===== src/rtl/serial_code_receiver_pkg.sv =====
// Shared types and frame constants for the serial code receiver.
package serial_code_receiver_pkg;

  localparam int CODE_BITS  = 5;
  localparam int FRAME_BITS = 8;

  typedef enum logic [2:0] {
    IDLE      = 3'd0,
    START     = 3'd1,
    DATA      = 3'd2,
    PARITY    = 3'd3,
    STOP      = 3'd4,
    WAIT_IDLE = 3'd5
  } state_t;

endpackage


===== src/rtl/rx_synchronizer.sv =====
// Flop chain bringing the asynchronous rx line into clk; resets to idle-high.
module rx_synchronizer #(
  parameter int SYNC_STAGES = 2
) (
  input  logic clk,
  input  logic rst_n,
  input  logic rx,
  output logic rx_s
);

  logic [SYNC_STAGES-1:0] sync_q;

  always_ff @(posedge clk) begin
    if (!rst_n) sync_q <= '1;
    else        sync_q <= {sync_q[SYNC_STAGES-2:0], rx};
  end

  assign rx_s = sync_q[SYNC_STAGES-1];

endmodule


===== src/rtl/serial_code_receiver.sv =====
// Serial frame receiver (start, 5 code bits, parity, stop) with held parallel outputs.
//
// state     | meaning
// IDLE      | line idle, waiting for a falling edge
// START     | timing to the middle of the start bit to reject glitches
// DATA      | sampling the five code bits, MSB first
// PARITY    | sampling the parity bit
// STOP      | sampling the stop bit; commit code or flag framing error
// WAIT_IDLE | framing error seen, waiting for the line to return high
module serial_code_receiver
  import serial_code_receiver_pkg::*;
#(
  parameter int CLKS_PER_BIT = 16,
  parameter int SYNC_STAGES  = 2
) (
  input  logic clk,
  input  logic rst_n,
  input  logic rx,
  output logic b1,
  output logic b2,
  output logic b3,
  output logic b4,
  output logic b5,
  output logic b_par,
  output logic frame_valid,
  output logic frame_err,
  output logic busy
);

  localparam int CW = $clog2(CLKS_PER_BIT);
  localparam logic [CW-1:0] HALF_M1 = CW'(CLKS_PER_BIT / 2 - 1);
  localparam logic [CW-1:0] FULL_M1 = CW'(CLKS_PER_BIT - 1);
  localparam logic [2:0]    LAST_IDX = 3'(CODE_BITS - 1);

  logic                 rx_s;
  state_t               state;
  logic [CW-1:0]        cnt;
  logic [2:0]           idx;
  logic [CODE_BITS-1:0] shadow;
  logic                 shadow_par;

  rx_synchronizer #(.SYNC_STAGES(SYNC_STAGES)) u_sync (
    .clk   (clk),
    .rst_n (rst_n),
    .rx    (rx),
    .rx_s  (rx_s)
  );

  always_ff @(posedge clk) begin
    if (!rst_n) begin
      state       <= IDLE;
      cnt         <= '0;
      idx         <= '0;
      shadow      <= '0;
      shadow_par  <= 1'b0;
      b1          <= 1'b0;
      b2          <= 1'b0;
      b3          <= 1'b0;
      b4          <= 1'b0;
      b5          <= 1'b0;
      b_par       <= 1'b0;
      frame_valid <= 1'b0;
      frame_err   <= 1'b0;
      busy        <= 1'b0;
    end else begin
      frame_valid <= 1'b0;
      frame_err   <= 1'b0;
      case (state)
        IDLE: begin
          if (!rx_s) begin
            state <= START;
            cnt   <= '0;
            busy  <= 1'b1;
          end
        end
        START: begin
          if (cnt == HALF_M1) begin
            if (rx_s) begin
              state <= IDLE;
              busy  <= 1'b0;
            end else begin
              state <= DATA;
              cnt   <= '0;
              idx   <= '0;
            end
          end else begin
            cnt <= cnt + 1'b1;
          end
        end
        DATA: begin
          if (cnt == FULL_M1) begin
            cnt         <= '0;
            shadow[idx] <= rx_s;
            if (idx == LAST_IDX) state <= PARITY;
            else                 idx   <= idx + 1'b1;
          end else begin
            cnt <= cnt + 1'b1;
          end
        end
        PARITY: begin
          if (cnt == FULL_M1) begin
            cnt        <= '0;
            shadow_par <= rx_s;
            state      <= STOP;
          end else begin
            cnt <= cnt + 1'b1;
          end
        end
        STOP: begin
          if (cnt == FULL_M1) begin
            cnt <= '0;
            if (rx_s) begin
              // Commit the whole code at once so the decoder never sees a partial update.
              b1          <= shadow[0];
              b2          <= shadow[1];
              b3          <= shadow[2];
              b4          <= shadow[3];
              b5          <= shadow[4];
              b_par       <= shadow_par;
              frame_valid <= 1'b1;
              state       <= IDLE;
              busy        <= 1'b0;
            end else begin
              frame_err <= 1'b1;
              state     <= WAIT_IDLE;
            end
          end else begin
            cnt <= cnt + 1'b1;
          end
        end
        WAIT_IDLE: begin
          if (rx_s) begin
            state <= IDLE;
            busy  <= 1'b0;
          end
        end
        default: begin
          state <= IDLE;
          busy  <= 1'b0;
        end
      endcase
    end
  end

endmodule


===== config.mk =====
export PLATFORM = sky130hd
export DESIGN_NAME = serial_code_receiver
export DESIGN_NICKNAME = d
export VERILOG_FILES = /design/src/rtl/serial_code_receiver_pkg.sv /design/src/rtl/rx_synchronizer.sv /design/src/rtl/serial_code_receiver.sv
export SDC_FILE = /design/constraint.sdc
export NUM_CORES = 1
export LEC_CHECK = 0
export CORE_MARGIN = 5
export CORE_UTILIZATION = 45
export CTS_BUF_LIST = sky130_fd_sc_hd__clkbuf_16
export CTS_CLUSTER_SIZE = 28
export DETAILED_ROUTE_END_ITERATION = 7
export PLACE_DENSITY_LB_ADDON = 0.12
export SYNTH_ARGS = -nofsm -noshare
export SYNTH_HDL_FRONTEND = slang
export SYNTH_SLANG_ARGS = --single-unit

===== constraint.sdc =====
create_clock -name clk -period 4.8 [get_ports clk]
set_clock_uncertainty 0.2 [all_clocks]
set_input_delay 1.2 -clock clk [delete_from_list [all_inputs] [get_ports clk]]
set_output_delay 1.2 -clock clk [all_outputs]
set_load 0.02 [all_outputs]

==> results.toml, run 1 <==
[worst_setup_path]
cp.required_ns = 4.73
worstSetupStartpointType = "input port"
cp_slowest_cell = "clkdlybuf4s50_1"
r2r-end = "idx[1]$_SDFFE_PN0P_"
max_stage_delay_ns = 0.61
startpoint = "rst_n"
cp_max_fo = 21
r2r_slack_ns = 2.69
critPathCaptureType = "register"
worst_r2r_startpoint = "cnt[1]$_SDFFE_PN0P_"
crit_end = "state[1]$_SDFFE_PN0P_"
critPathKind = "in2reg"
worstPathArrival_ns = 2.67
rr_worst_depth = 5
cp_cell_sequence = "clkdlybuf4s50_1 -> inv_1 -> a2111oi_0"

[floorplan]
num_io_pins = 12
initial_core_util_pct = 46.2
fp-row-count = 20
fp.dieArea_um2 = 4320
core_area_um2 = 3030
die_y_um = 65.7
die_x_um = 65.7

[run_status]
status = "finished, final reports clean"

[route]
postRouteAntennaNets = 0
drt_iter0_markers = 51
viasPerCell = 5.58
drc = 0
wl_per_cell_um = 13.7
first_pass_iters = 4
totalWireLength_mm = 2.86
num_vias = 1160

[cts]
cts_buffer_depth = 2
clkLatencyLatePin_ns = 0.26
cts.sinks = 27
cts_hold_buf = 0
clk_pin_slew_worst_paths_ns = 0.07
cts_max_level = 1
cts_tree = "yes"
cts_setup_buffers = 0
ctsResizeCount = 0
cts-root-buf = "clkbuf_16"
numCtsBuffers = 3

[placement]
gp_congestion = 0.763
place_hpwl_mm = 1.97
place_inst = 204
io_buffers = 11
placed_area_um2 = 1530
pre_cts_ws_ns = 1.81

[timing]
setup_violations = 0
slew_headroom_pct = 56.0
hold_violations = 0
worst_slew_pin_slew_ns = 0.660
rsz0062_at_grt = "false"
timing.fmax_ghz = 0.365
fin_ws_ns = 2.06
finalMaxSlewViolations = 0
fin_tns_setup_ns = 0
min_period_ns = 2.74
fin_crit_sh_pct = 57.1

[yosys]
yosysWarnings = 0
ys_seq_area_share_pct = 38.7
yosys.area_share.simple_pct = 26.1
synth_top_flop_cell = "dfxtp_1"
synth_xor_area_share_pct = 1.25
synth_top_family_by_area = "simple AND/OR/NAND/NOR gates"
syn-mean-instance-area_um2 = 8.90
syn_inst = 157
synth_compound_area_share_pct = 18.2
synth-edff-count = 0
ys_ff_latch = 27
synthAdderAreaFrac_pct = 3.40
syn_nets = 163
async_reset_ff_share_pct = 0
syn-cell-area_um2 = 1400
muxShareOfSynthArea_pct = 7.88
synth.distinct_cells = 48

[power]
leakage_nw = 0.607
ir_worst_vdd_mv = 0.196
p_total_uw = 448
p_per_area_nw_per_um2 = 278

[global_routing]
grt_pass1_vias = 1168
grt_start_max_net_pins = 22
antenna_found_initial = 0
grt_pass1_wl_mm = 5.17
grt_use_total_pct = 15.1
grt-ovfl-total = 0

[finish]
n_antenna_cell = 0
final_layout_size_suffix_gt1_share_pct = 7.93
final_area_um2 = 1610
syn_to_final_growth_pct = 15.1
final_cells = 208
final_nets = 171

[job]
cap_violations = 0

[worst_hold_path]
hp-class = "reg2reg"
==> per-stage QoR <==
stage | hold slack, ns | utilization, %
2_1_floorplan | 0.186 | -
5_1_grt | 0.256 | 53.1
3_3_place_gp | 0.199 | 50.4
6_report | 0.226 | 53.1
3_5_place_dp | 0.213 | 50.4
4_1_cts | 0.230 | 53.1
==> routing by layer <==
layer / GRT usage, % / up-vias / wire, um
met2: 25.2 / 30 / 1320
met4: 3.89 / 0 / 29
met5: 0 / - / 0
met3: 4.10 / 4 / 135
li1: - / 586 / -
met1: 19.1 / 540 / 1370
==> worst min-delay path by stage <==
stage	from	endpoint	slack [ns]	depth (start not counted)
floorplan	u_sync.sync_q[0]$_SDFF_PN1_	u_sync.sync_q[1]$_SDFF_PN1_	0.19	1
global placement	u_sync.sync_q[0]$_SDFF_PN1_	u_sync.sync_q[1]$_SDFF_PN1_	0.20	1
finish	u_sync.sync_q[0]$_SDFF_PN1_	u_sync.sync_q[1]$_SDFF_PN1_	0.23	1
CTS	u_sync.sync_q[0]$_SDFF_PN1_	u_sync.sync_q[1]$_SDFF_PN1_	0.23	1
detailed placement	u_sync.sync_q[0]$_SDFF_PN1_	u_sync.sync_q[1]$_SDFF_PN1_	0.21	1
global route	u_sync.sync_q[0]$_SDFF_PN1_	u_sync.sync_q[1]$_SDFF_PN1_	0.26	1
==> Yosys cell counts, types with 2 or more instances <==
master	n	area (um2)
dfxtp_1	27	541
nor2_1	17	63.8
mux2i_1	11	110
nand3_1	9	45.0
nand2_1	8	30.0
a21oi_1	6	30.0
buf_2	6	30.0
inv_1	6	22.5
o21ai_0	6	30.0
a31oi_1	4	25.0
nor2b_1	4	25.0
ha_1	3	37.5
nand2b_1	3	18.8
nor3_1	3	15.0
o31ai_1	3	22.5
a311oi_1	2	17.5
and3_1	2	12.5
clkbuf_1	2	7.51
nand3b_1	2	15.0
nand4_1	2	12.5
nor3b_1	2	15.0
o211a_1	2	20.0
or3_1	2	12.5
==> worst max-delay path: cells and delay by family <==
kind / cells / cell delay [ns]
buf+inv: 2 / 0.97
compound gates: 1 / 0.51
==> registers in the layout (all words and copies together), names as in the netlist, 2 cells and up <==
signal	cells
shadow	5
cnt	4
state	3
u_sync.sync_q	2
idx	3
==> power breakdown <==
| group | internal (mW) | switching (mW) | total [mW] |
|---|---|---|---|
| logic | 0.00785 | 0.0101 | 0.0180 |
| registers | 0.226 | 0.00494 | 0.231 |
| clock network | 0.115 | 0.0834 | 0.199 |
==> placed cells by master, fill, tap and decap left out, drive strengths merged, types with 2 or more instances in the layout <==
master / n
a21oi: 6
a311oi: 2
a31oi: 5
and3: 2
clkbuf: 3
clkdlybuf4s50: 11
dfxtp: 27
ha: 3
inv: 8
mux2i: 11
nand2: 8
nand2b: 3
nand3: 10
nand3b: 2
nand4: 2
nor2: 17
nor2b: 4
nor3: 4
nor3b: 2
o211a: 2
o21ai: 6
o31ai: 3
or3: 2
==> kinds of logic after synthesis <==
| logic type | Yosys count |
|---|---|
| and+or+nand+nor | 63 |
| AOI/OAI and AO/OA | 35 |
| DFF | 27 |
| buffers and inverters | 15 |
| muxes | 11 |
| adders and majority gates | 4 |
| xor gates and xnor gates | 2 |
==> final cells by class <==
type,count,area (um2)
clock buffers,3,75.1
clock inverters,1,8.76
fillers,295,1420
inverters,7,26.3
multi-input cells,115,793
flip-flops and latches,27,541
well taps,44,55.1
repair buffers,11,110
(Power assumes the default switching activity.)
==> run 2: changes to the inputs <==
==> constraint.sdc (replaced) <==
create_clock -name clk -period 2.45 [get_ports clk]
set_clock_uncertainty 0.2 [all_clocks]
set_input_delay 0.6125 -clock clk [delete_from_list [all_inputs] [get_ports clk]]
set_output_delay 0.6125 -clock clk [all_outputs]
set_load 0.02 [all_outputs]
==> run 2 against run 1 <==
  * Cell count up 1.9%
  * Clock power increased by 85%
  * Global-route usage grew 0.97 points
  * Cell area rose by 1.6%
  * Core utilization increased by 0.87 points
  * Wire length is 5.8% higher
  * Combinational power grew 130%
  * Critical path type is now reg2reg
  * Highest routed layer unchanged
==> results.toml, run 2 (synthesis gave the netlist of run 1 again) <==
[run_status]
status = "finished, final reports clean"

[route]
num_vias = 1172
drc = 0
drt_iter0_markers = 94
viasPerCell = 5.53
wl_per_cell_um = 14.3
first_pass_iters = 4
totalWireLength_mm = 3.02
postRouteAntennaNets = 0

[worst_hold_path]
hold_start = "u_sync.sync_q[0]$_SDFF_PN1_"
holdPathEnd = "u_sync.sync_q[1]$_SDFF_PN1_"
hold_depth = 1
hp-class = "reg2reg"

[worst_setup_path]
critPathCaptureType = "register"
r2r-end = "idx[1]$_SDFFE_PN0P_"
cp_max_fo = 12
critPathKind = "reg2reg"
r2r_slack_ns = 0.32
crit_family = "simple AND/OR/NAND/NOR gates"
critPathBufInv = 0
rr_worst_depth = 5
worst_r2r_startpoint = "cnt[1]$_SDFFE_PN0P_"
max_stage_delay_ns = 0.47
cp_slowest_cell = "and3_1"
worstSetupStartpointType = "register"
worstPathArrival_ns = 2.08
cp_cell_sequence = "ha_1 -> and3_1 -> nand2_1 -> or3_1 -> o221a_1"
cp.required_ns = 2.40

[finish]
largest_reg_flops = 5
final_nets = 175
top_regs = "shadow x5, cnt x4"
mostFrequentLayoutCell = "dfxtp_1"
syn_to_final_growth_pct = 17.0
largest_register = "shadow"
final_layout_size_suffix_gt1_share_pct = 10.1
final_cell_mix = "dfxtp_1, nor2_1, mux2i_1, clkdlybuf4s50_1, nand3_1"
fill_cells = 302
n_antenna_cell = 0

[timing]
rsz0062_at_grt = "false"
timing.fmax_ghz = 0.469
fin_crit_sh_pct = 87.1
fin_tns_setup_ns = 0
min_period_ns = 2.13
worst_slew_pin_slew_ns = 0.567
hold_violations = 0
finalMaxSlewViolations = 0
fin_ws_ns = 0.317
setup_violations = 0
slew_headroom_pct = 62.1

[power]
leakage_nw = 0.626
p_total_uw = 861
p_seq_share_pct = 52.3
comb_power_share_pct = 4.8
clkPwrFrac_pct = 42.9
internal_power_uw = 682
ir_worst_vdd_mv = 0.336
switching_share_pct = 20.8
p_sw_uw = 179
p_per_area_nw_per_um2 = 527

[global_routing]
grt-ovfl-total = 0
antenna_found_initial = 0
grt_pass1_wl_mm = 5.42
grt_use_total_pct = 16.1
grt_start_max_net_pins = 20
grt_pass1_vias = 1127

[placement]
place_hpwl_mm = 2.13
io_buffers = 11
gp_congestion = 0.806
pre_cts_ws_ns = 0.349

[cts]
cts-root-buf = "clkbuf_16"
cts_tree = "yes"
ctsResizeCount = 0
cts_setup_buffers = 0
clk_pin_slew_worst_paths_ns = 0.07
cts_buffer_depth = 2
cts_hold_buf = 0
cts.sinks = 27
clkLatencyLatePin_ns = 0.26
cts_max_level = 1
numCtsBuffers = 3

[floorplan]
fp-row-count = 20
core_area_um2 = 3030
fp.dieArea_um2 = 4320
num_io_pins = 12
initial_core_util_pct = 46.2
die_x_um = 65.7
die_y_um = 65.7

[job]
cap_violations = 0
==> run 2: changes by cell type in the layout (fill, tap and decap cells not counted), sizes merged <==
cell / delta
clkinv: +1
inv: -1
buf: +4
==> run 2: worst register-to-register path: cells and delay by family, from the launching register on <==
family                     cells  cell delay (ns)
DFF                            1             0.38
adders and majority gates      1             0.30
AOI/OAI and AO/OA              1             0.23
and+or+nand+nor                3             0.92
==> run 2: power by group through the flow <==
stage | sequential (mW) | combinational (mW) | clock [mW]
finish | 0.450 | 0.0417 | 0.369
global route | 0.452 | 0.0463 | 0.413
CTS | 0.450 | 0.0418 | 0.375
detailed placement | 0.460 | 0.0417 | 0
global placement | 0.460 | 0.0412 | 0
floorplan | 0.458 | 0.0286 | 0
==> run 2: through the flow <==
step | instances | area (um2) | utilization, % | hold slack, ns
2_1_floorplan | 157 | 1400 | - | 0.186
5_1_grt | 212 | 1640 | 54.0 | 0.264
3_3_place_gp | 208 | 1560 | 51.4 | 0.188
3_5_place_dp | 208 | 1560 | 51.4 | 0.201
6_report | 212 | 1640 | 54.0 | 0.211
4_1_cts | 212 | 1640 | 54.0 | 0.217
==> run 2: worst max-delay path by stage <==
stage               cells past startpoint                   to  slack [ns]                start
floorplan                               5    busy$_SDFFE_PN0P_        0.66  cnt[0]$_SDFFE_PN0P_
global placement                        5  idx[1]$_SDFFE_PN0P_        0.43  cnt[0]$_SDFFE_PN0P_
detailed placement                      5  idx[1]$_SDFFE_PN0P_        0.35  cnt[1]$_SDFFE_PN0P_
CTS                                     5  idx[1]$_SDFFE_PN0P_        0.33  cnt[0]$_SDFFE_PN0P_
global route                            5  idx[1]$_SDFFE_PN0P_        0.18  cnt[0]$_SDFFE_PN0P_
finish                                  5  idx[1]$_SDFFE_PN0P_        0.32  cnt[1]$_SDFFE_PN0P_
==> run 2: layer usage <==
| layer | part of all wire [%] | GRT usage, % | vias to the layer above |
|---|---|---|---|
| met5 | 0 | 0 | - |
| met4 | 1.6 | 5.44 | 0 |
| met3 | 3.8 | 3.59 | 7 |
| met2 | 44 | 23.7 | 24 |
| met1 | 51 | 22.9 | 545 |
| li1 | - | - | 596 |
==> run 2: final cells by class <==
class	count	area, um2	share of cell area (%)
well taps	44	55.1	3.37
multi-input cells	115	793	48.5
inverters	7	26.3	1.61
clock buffers	3	75.1	4.59
repair buffers	15	140	8.57
flip-flops and latches	27	541	33.1
clock inverters	1	5.00	0.306
==> run 3: changes to the inputs <==
--- a/config.mk
+++ b/config.mk
@@ -10,6 +10,7 @@
 export CTS_BUF_LIST = sky130_fd_sc_hd__clkbuf_16
 export CTS_CLUSTER_SIZE = 28
 export DETAILED_ROUTE_END_ITERATION = 7
+export GPL_TIMING_DRIVEN = 0
 export PLACE_DENSITY_LB_ADDON = 0.12
 export SYNTH_ARGS = -nofsm -noshare
 export SYNTH_HDL_FRONTEND = slang
==> run 3 against run 2 <==
  * Cell area rose by 0.46%
  * Maximum frequency is 7.2% lower
  * Hold slack improved by 0.0020 ns
  * Combinational power increased by 7.0%
  * Sequential share of layout area down 0.15 points
  * Flip-flop and latch count stayed put
  * Non-clock buffer count increased by 4
  * Die area stayed put
  * Cell count is 1.9% higher
  * Critical path depth did not move
  * Highest routed layer unchanged
==> results.toml, run 3 (synthesis gave the netlist of run 1 again) <==
[route]
wl_met1_mm = 1.45
num_vias = 1183
postRouteAntennaNets = 0
drc = 0
top_layer_used = "met4"
wl_met2_mm = 1.36
first_pass_iters = 4
dr_wl_met3_um = 118
viasPerCell = 5.48
drt_iter0_markers = 67
wl_per_cell_um = 13.8
totalWireLength_mm = 2.98

[timing]
min_period_ns = 2.30
setup_violations = 0
worst_slew_pin_slew_ns = 0.623
fin_tns_setup_ns = 0
hold_violations = 0
timing.fmax_ghz = 0.435
fin_crit_sh_pct = 93.8
rsz0062_at_grt = "false"
finalMaxSlewViolations = 0
slew_headroom_pct = 58.4

[worst_setup_path]
critPathBufInv = 4
cp_cell_sequence = "clkdlybuf4s50_1 -> inv_1 -> clkbuf_1 -> clkbuf_1 -> nor2_1"
critPathKind = "in2reg"
worst_r2r_startpoint = "cnt[0]$_SDFFE_PN0P_"
crit_family = "buffers and inverters"
cp_max_fo = 10
startpoint = "rst_n"
worstPathArrival_ns = 2.23
critPathCaptureType = "register"
cp.required_ns = 2.38
max_stage_delay_ns = 0.55
cp_slowest_cell = "clkdlybuf4s50_1"
worstSetupStartpointType = "input port"
cpMostUsedCell = "clkbuf_1"

[placement]
place_hpwl_mm = 2.19
io_buffers = 11
gp_congestion = 0.828

[floorplan]
fp-row-count = 20
die_y_um = 65.7
fp.dieArea_um2 = 4320
initial_core_util_pct = 46.2
die_x_um = 65.7
core_area_um2 = 3030
num_io_pins = 12

[cts]
cts_buffer_depth = 2
clkLatencyLatePin_ns = 0.26
cts.sinks = 27
clk_pin_slew_worst_paths_ns = 0.06
cts_tree = "yes"
cts_hold_buf = 0
cts-root-buf = "clkbuf_16"
cts_max_level = 1
cts_setup_buffers = 0
ctsResizeCount = 0
numCtsBuffers = 3

[finish]
mostFrequentLayoutCell = "dfxtp_1"
syn_to_final_growth_pct = 17.5
final_cell_mix = "dfxtp_1, nor2_1, mux2i_1, clkdlybuf4s50_1, nand3_1"
finalCoreUtilization_pct = 54.3
top_regs = "shadow x5, cnt x4"
final_layout_size_suffix_gt1_share_pct = 11.0
largest_reg_flops = 5
final_nets = 179
largest_register = "shadow"
n_antenna_cell = 0

[global_routing]
grt-ovfl-total = 0
grt_use_total_pct = 15.5
grt_pass1_wl_mm = 5.35
antenna_found_initial = 0
grt_pass1_vias = 1152
grt_start_max_net_pins = 16

[power]
leakage_nw = 0.639
p_per_area_nw_per_um2 = 522
ir_worst_vdd_mv = 0.409

[run_status]
status = "finished, final reports clean"

[worst_hold_path]
hp-class = "reg2reg"
hold_start = "u_sync.sync_q[0]$_SDFF_PN1_"

[job]
cap_violations = 0
## run 3: per-stage QoR
step | hold slack (ns) | cells | setup WS (ns) | instance area, um2 | power, mW
after floorplan | 0.186 | 157 | 0.660 | 1400 | 0.486
after global placement | 0.189 | 212 | -0.157 | 1560 | 0.501
after detailed placement | 0.197 | 212 | -0.154 | 1560 | 0.502
after CTS | 0.212 | 216 | 0.125 | 1640 | 0.873
after global routing | 0.224 | 216 | 0.00379 | 1640 | 0.903
final | 0.213 | 216 | 0.151 | 1640 | 0.858
## run 3: cell type report
cell class | instances | area (um2)
inverter | 7 | 26.3
buffer | 8 | 37.5
tap | 44 | 55.1
multi-input combinational | 115 | 793
timing repair buffer | 11 | 110
clock inverter | 1 | 5.00
clock buffer | 3 | 75.1
sequential | 27 | 541
fill | 285 | 1390
## run 3: report_power, final
| group | leakage [nW] | internal, mW | switching (mW) |
|---|---|---|---|
| Combinational | 0.380 | 0.0176 | 0.0269 |
| Clock | 0.0409 | 0.220 | 0.147 |
| Sequential | 0.218 | 0.444 | 0.00349 |
| Total | 0.639 | 0.681 | 0.177 |
## run 3: metal layers
metal | vias up | track usage, %
met4 | 0 | 5.18
met2 | 26 | 24.7
met5 | - | 0
met1 | 547 | 20.8
met3 | 7 | 2.91
li1 | 603 | -
## run 3: final timing paths
path | end | slack [ns] | cells after the start
setup / recovery | shadow_par$_SDFFE_PN0P_ | 0.15 | 5
hold / removal | u_sync.sync_q[1]$_SDFF_PN1_ | 0.21 | 1
setup reg to reg | b_par$_SDFFE_PN0P_ | 0.44 | 6
hold reg to reg | u_sync.sync_q[1]$_SDFF_PN1_ | 0.21 | 1
